**src/rtl/score_keeper.sv**
```systemverilog
// Game-state and score engine: counts frames from VGA vsync, keeps a 3-digit BCD
// score and high score, and exposes CTRL/STATUS/SCORE/FPP registers to the HPS bus.
module score_keeper #(
  parameter int unsigned FRAMES_PER_POINT = 6
) (
  input  logic        clk,
  input  logic        reset_n,
  input  logic        chipselect,
  input  logic        write,
  input  logic        read,
  input  logic [1:0]  address,
  input  logic [31:0] writedata,
  output logic [31:0] readdata,
  input  logic        vsync_n,
  input  logic        collision,
  output logic [3:0]  score_d0,
  output logic [3:0]  score_d1,
  output logic [3:0]  score_d2,
  output logic [3:0]  hi_d0,
  output logic [3:0]  hi_d1,
  output logic [3:0]  hi_d2,
  output logic        running,
  output logic        game_over,
  output logic [1:0]  state_dbg
);

  // Bus handshake: a write acts on the edge where chipselect & write is high; a read
  // is captured into readdata on the edge where chipselect & read is high and is held.
  typedef enum logic [1:0] {
    ST_IDLE  = 2'd0,
    ST_RUN   = 2'd1,
    ST_PAUSE = 2'd2,
    ST_OVER  = 2'd3
  } state_t;

  localparam logic [7:0] FPP_RST = 8'(FRAMES_PER_POINT);

  state_t      state_q, state_d;
  logic [11:0] score_q, score_d;
  logic [11:0] hi_q, hi_d;
  logic [7:0]  frame_cnt_q, frame_cnt_d;
  logic [7:0]  fpp_q, fpp_d;
  logic [31:0] rdata_q, rdata_d;
  logic        vsync_d_q, vsync_d_d;

  logic        wr_en, rd_en, tick;
  logic        cmd_start, cmd_pause, cmd_resume, cmd_clrhi;
  logic [7:0]  fpp_eff;
  logic        unused_wdata;

  assign unused_wdata = ^writedata[31:8];

  // BCD increment with saturation at 999.
  function automatic logic [11:0] bcd_inc(input logic [11:0] v);
    logic [3:0] d0, d1, d2;
    d0 = v[3:0];
    d1 = v[7:4];
    d2 = v[11:8];
    if (v == 12'h999) begin
      return v;
    end
    if (d0 == 4'd9) begin
      d0 = 4'd0;
      if (d1 == 4'd9) begin
        d1 = 4'd0;
        d2 = d2 + 4'd1;
      end else begin
        d1 = d1 + 4'd1;
      end
    end else begin
      d0 = d0 + 4'd1;
    end
    return {d2, d1, d0};
  endfunction

  always_comb begin
    wr_en      = chipselect & write;
    rd_en      = chipselect & read;
    cmd_start  = wr_en && (address == 2'd0) && writedata[0];
    cmd_pause  = wr_en && (address == 2'd0) && writedata[1];
    cmd_resume = wr_en && (address == 2'd0) && writedata[2];
    cmd_clrhi  = wr_en && (address == 2'd0) && writedata[3];
    tick       = vsync_n & ~vsync_d_q;
    fpp_eff    = (fpp_q == 8'd0) ? 8'd1 : fpp_q;
  end

  always_comb begin
    state_d     = state_q;
    score_d     = score_q;
    hi_d        = hi_q;
    frame_cnt_d = frame_cnt_q;
    fpp_d       = fpp_q;
    rdata_d     = rdata_q;
    vsync_d_d   = vsync_n;

    if (cmd_start) begin
      state_d     = ST_RUN;
      score_d     = 12'h000;
      frame_cnt_d = 8'd0;
    end else begin
      unique case (state_q)
        ST_RUN: begin
          // A hit wins over both PAUSE and a coincident frame tick.
          if (collision) begin
            state_d = ST_OVER;
            if (score_q > hi_q) begin
              hi_d = score_q;
            end
          end else begin
            if (cmd_pause) begin
              state_d = ST_PAUSE;
            end
            if (tick) begin
              if (frame_cnt_q == fpp_eff - 8'd1) begin
                frame_cnt_d = 8'd0;
                score_d     = bcd_inc(score_q);
              end else begin
                frame_cnt_d = frame_cnt_q + 8'd1;
              end
            end
          end
        end
        ST_PAUSE: begin
          if (cmd_resume) begin
            state_d = ST_RUN;
          end
        end
        default: begin
        end
      endcase
    end

    if (cmd_clrhi) begin
      hi_d = 12'h000;
    end

    if (wr_en && (address == 2'd3)) begin
      fpp_d = writedata[7:0];
    end

    if (rd_en) begin
      unique case (address)
        2'd0:    rdata_d = 32'd0;
        2'd1:    rdata_d = {29'd0, collision, state_q};
        2'd2:    rdata_d = {8'd0, hi_q, score_q};
        default: rdata_d = {24'd0, fpp_q};
      endcase
    end
  end

  always_ff @(posedge clk or negedge reset_n) begin
    if (!reset_n) begin
      state_q     <= ST_IDLE;
      score_q     <= 12'h000;
      hi_q        <= 12'h000;
      frame_cnt_q <= 8'd0;
      fpp_q       <= FPP_RST;
      rdata_q     <= 32'd0;
      vsync_d_q   <= 1'b1;
    end else begin
      state_q     <= state_d;
      score_q     <= score_d;
      hi_q        <= hi_d;
      frame_cnt_q <= frame_cnt_d;
      fpp_q       <= fpp_d;
      rdata_q     <= rdata_d;
      vsync_d_q   <= vsync_d_d;
    end
  end

  assign readdata  = rdata_q;
  assign score_d0  = score_q[3:0];
  assign score_d1  = score_q[7:4];
  assign score_d2  = score_q[11:8];
  assign hi_d0     = hi_q[3:0];
  assign hi_d1     = hi_q[7:4];
  assign hi_d2     = hi_q[11:8];
  assign running   = (state_q == ST_RUN);
  assign game_over = (state_q == ST_OVER);
  assign state_dbg = state_q;

endmodule
```
**config.mk**
```make
export PLATFORM = sky130hd
export DESIGN_NAME = score_keeper
export DESIGN_NICKNAME = d
export VERILOG_FILES = /design/src/rtl/score_keeper.sv
export SDC_FILE = /design/constraint.sdc
export NUM_CORES = 1
export LEC_CHECK = 0
export ABC_AREA = 1
export CORE_ASPECT_RATIO = 1.25
export CORE_MARGIN = 3
export CORE_UTILIZATION = 50
export CTS_CLUSTER_DIAMETER = 80
export DETAILED_ROUTE_END_ITERATION = 10
export HOLD_SLACK_MARGIN = 0.15
export PLACE_DENSITY = 0.92
export SYNTH_ARGS = -nofsm -noshare
export SYNTH_HDL_FRONTEND = slang
export SYNTH_SLANG_ARGS = --single-unit
```
**constraint.sdc**
```tcl
create_clock -name clk -period 5.85 [get_ports clk]
set_input_delay 1.17 -clock clk [delete_from_list [all_inputs] [get_ports clk]]
set_output_delay 1.17 -clock clk [all_outputs]
set_load 0.03 [all_outputs]
```
==> metrics.txt <==
# TYPE chip_impl_metric gauge
chip_impl_metric{name="postSynth.asyncResetShare",unit=""} 1.00
chip_impl_info{name="result_of_the_run",value="finished clean"} 1
chip_impl_info{name="layout_common_cells",value="sky130_fd_sc_hd__nand2_1, sky130_fd_sc_hd__clkdlybuf4s50_1, sky130_fd_sc_hd__dfrtp_1"} 1
chip_impl_metric{name="slew-limit-headroom",unit=""} 0.337
chip_impl_info{name="cts_root_buffer",value="sky130_fd_sc_hd__clkbuf_8"} 1
chip_impl_info{name="worst_setup_path_startpoint",value="address[0]"} 1
chip_impl_metric{name="power-per-cell-area",unit="nW/um^2"} 306
chip_impl_metric{name="netlist_area",unit="um^2"} 3810
chip_impl_metric{name="clock_tree.buffer_depth",unit=""} 2
chip_impl_metric{name="drc_errors",unit=""} 0
chip_impl_info{name="path_class",value="in -> reg"} 1
chip_impl_metric{name="fin_setup_tns",unit="ns"} 0
chip_impl_metric{name="cts.reportedPaths.clkPinSlew",unit="ns"} 0.07
chip_impl_metric{name="register_to_register_setup_slack",unit="ns"} 2.96
chip_impl_metric{name="clock_sinks",unit=""} 67
chip_impl_metric{name="wl",unit="um"} 10100
chip_impl_metric{name="synth_cells",unit=""} 489
chip_impl_metric{name="antennaDiodeCount",unit=""} 0
chip_impl_metric{name="critical_path_arrival",unit="ns"} 3.96
chip_impl_info{name="r2r_start",value="score_q[7]$_DFFE_PN0P_"} 1
chip_impl_metric{name="antenna_left",unit=""} 0
chip_impl_info{name="ys_dominant_reg_cell",value="sky130_fd_sc_hd__dfrtp_1"} 1
chip_impl_info{name="timing.critical_path.to_type",value="flop"} 1
chip_impl_metric{name="vias_in_the_first_global_route",unit=""} 3758
chip_impl_info{name="cts_tree",value="done"} 1
chip_impl_metric{name="timing_worst_slew_pin_value",unit="ns"} 0.992
chip_impl_metric{name="grt.overflow.total",unit=""} 0
chip_impl_metric{name="yosysUniqueCellTypes",unit=""} 39
chip_impl_metric{name="numCtsBuffers",unit=""} 9
chip_impl_metric{name="initial_standard_cell_utilization_of_the_core",unit=""} 0.530
chip_impl_metric{name="synth-edff-count",unit=""} 0
chip_impl_metric{name="timing.final.setup_violations",unit=""} 0
chip_impl_metric{name="htree_levels",unit=""} 3
chip_impl_metric{name="area_growth",unit="%"} 23.3
chip_impl_info{name="post_synth_main_area_contributors",value="sky130_fd_sc_hd__dfrtp_1, sky130_fd_sc_hd__nand2_1, sky130_fd_sc_hd__inv_1"} 1
chip_impl_metric{name="floorplan.io_pins",unit=""} 101
chip_impl_metric{name="seq_area_frac_synth",unit=""} 0.441
chip_impl_metric{name="initial_antenna_violation_count",unit=""} 0
chip_impl_metric{name="worstSkewPairLatency",unit="ns"} 0.35
chip_impl_metric{name="grt_max_degree",unit=""} 68
chip_impl_metric{name="drt-pass1-iter-count",unit=""} 5
chip_impl_metric{name="die-width",unit="um"} 84.1
chip_impl_metric{name="buffer_ports.inserted",unit=""} 68
chip_impl_metric{name="postLayoutCoreUtil",unit=""} 0.653
chip_impl_metric{name="dpl.hpwl",unit="um"} 7270
chip_impl_metric{name="holdBufCountCts",unit=""} 0
chip_impl_metric{name="drt-initial-drc-count",unit=""} 268
chip_impl_metric{name="synthesis.area_per_instance",unit="um^2"} 7.79
chip_impl_metric{name="total_power",unit="mW"} 1.44
chip_impl_metric{name="post_drt_wl_per_cell",unit="um"} 15.6
chip_impl_info{name="hold_path_startpoint",value="readdata[8]$_DFFE_PN0P_"} 1
chip_impl_metric{name="synth_top_area_share",unit=""} 0.420
chip_impl_metric{name="area_enclosed_by_the_die_boundary",unit="um^2"} 8710
chip_impl_info{name="grt_setup_unrepaired",value="no"} 1
chip_impl_metric{name="path_max_fanout",unit=""} 14
chip_impl_info{name="commonest_non_fill_non_tap_cell_in_the_layout",value="sky130_fd_sc_hd__nand2_1"} 1
chip_impl_metric{name="ys_warns",unit=""} 0
chip_impl_metric{name="cap_viol_max_count",unit=""} 0
chip_impl_metric{name="cts_resized",unit=""} 0
chip_impl_metric{name="fin_crit",unit="ns"} 3.69
chip_impl_metric{name="area_inside_the_core_boundary",unit="um^2"} 7190
chip_impl_metric{name="leak_pwr",unit="nW"} 2.30
chip_impl_metric{name="routability_cong",unit=""} 0.875
chip_impl_info{name="synth.largest_area_cell",value="sky130_fd_sc_hd__dfrtp_1"} 1
chip_impl_metric{name="dieHeight",unit="um"} 104
chip_impl_info{name="critical_path.startpoint_type",value="input port"} 1
chip_impl_metric{name="cp_data_required_time",unit="ns"} 6.13
chip_impl_metric{name="layout_worst_path_cycle_share",unit=""} 0.630
chip_impl_metric{name="post-cts-setup-buffer-count",unit=""} 0
chip_impl_metric{name="skew",unit="ns"} 0.0101
chip_impl_info{name="hp-class",value="reg -> reg"} 1
chip_impl_metric{name="nNetsFinal",unit=""} 613
chip_impl_metric{name="global_route.usage.total",unit=""} 0.243
chip_impl_metric{name="irDropWorstVdd",unit="V"} 0.000286
chip_impl_metric{name="finalHoldViolations",unit=""} 0
chip_impl_metric{name="layout-drive-gt1-share",unit=""} 0.0695
chip_impl_metric{name="slew_viol_final",unit=""} 0
chip_impl_metric{name="max_freq",unit="MHz"} 271
chip_impl_metric{name="grt_pass1_wl",unit="um"} 17500
chip_impl_metric{name="floorplan.rows",unit=""} 34
chip_impl_metric{name="synth-seq-cells",unit=""} 67
chip_impl_metric{name="viasPerCell",unit=""} 5.48
chip_impl_metric{name="dr_total_vias",unit=""} 3565
## area by class of cell
| type | instances | area, um^2 |
|---|---|---|
| Inverter | 67 | 251 |
| Sequential cell | 67 | 1680 |
| Clock buffer | 15 | 176 |
| Fill cell | 553 | 2490 |
| Multi-Input combinational cell | 342 | 1780 |
| Timing Repair Buffer | 69 | 683 |
| Tap cell | 90 | 113 |
| Clock inverter | 1 | 7.51 |
## cell usage after synthesis, drive strengths merged, types with 5 or more instances
cell type,n
inv,67
buf,12
clkbuf,8
a21oi,13
nand2,153
nor2,28
nor3,11
dfrtp,64
nand4,14
xor2,7
nand3,32
ha,16
o21ai,35
o221ai,5
## where the power goes
group          internal, mW  switching, mW
clock network         0.189          0.168
registers             0.520         0.0682
logic                 0.184          0.308
total                 0.894          0.544
## metrics by stage
stage	hold slack (ns)	instances	instance area, um^2	setup WS, ns
floorplan	0.511	496	3830	3.50
global placement	0.468	635	4510	2.01
detailed placement	0.477	635	4510	1.89
CTS	0.493	651	4700	2.21
global route	0.518	651	4700	1.99
finish	0.488	651	4700	2.16
## state kept, by name, summed over array words and instances, names as in the netlist
name,flops
readdata,24
score_q,12
state_dbg,2
vsync_d_q,1
frame_cnt_q,8
hi_q,12
fpp_q,8
## worst paths after layout
path | end | depth (start not counted)
max | hi_q[5]$_DFFE_PN0P_ | 9
max reg2reg | hi_q[5]$_DFFE_PN0P_ | 8
min in group asynchronous | readdata[19]$_DFFE_PN0P_ | 2
min reg2reg | readdata[8]$_DFFE_PN0P_ | 2
max in group asynchronous | frame_cnt_q[0]$_DFFE_PN0P_ | 2
min | readdata[8]$_DFFE_PN0P_ | 2
## metal layers
layer,GRT usage,vias up,part of all wire
li1,-,1697,-
met1,0.290,1702,0.40
met2,0.429,142,0.52
met3,0.0429,24,0.053
met4,0.0966,0,0.026
met5,0,-,0
## logic make-up after synthesis
| family | Yosys count | share of synthesized area |
|---|---|---|
| other | 1 | 0.000985 |
| DFF | 67 | 0.441 |
| muxes | 1 | 0.00263 |
| AOI/OAI and AO/OA | 61 | 0.0930 |
| xor gates and xnor gates | 10 | 0.0230 |
| buffers and inverters | 87 | 0.0972 |
| adders and majority gates | 16 | 0.0526 |
| and+or+nand+nor | 246 | 0.289 |
## critical path: stages
cell and delay, ns:
sky130_fd_sc_hd__clkdlybuf4s50_1 0.54, sky130_fd_sc_hd__nor3_2 0.09, sky130_fd_sc_hd__nand2_2 0.26, sky130_fd_sc_hd__inv_2 0.16
sky130_fd_sc_hd__nor4_1 0.33, sky130_fd_sc_hd__nand2_1 0.40, sky130_fd_sc_hd__nor2_1 0.75, sky130_fd_sc_hd__nand2_1 0.14
sky130_fd_sc_hd__nand2_1 0.11
(Power assumes the default switching activity.)
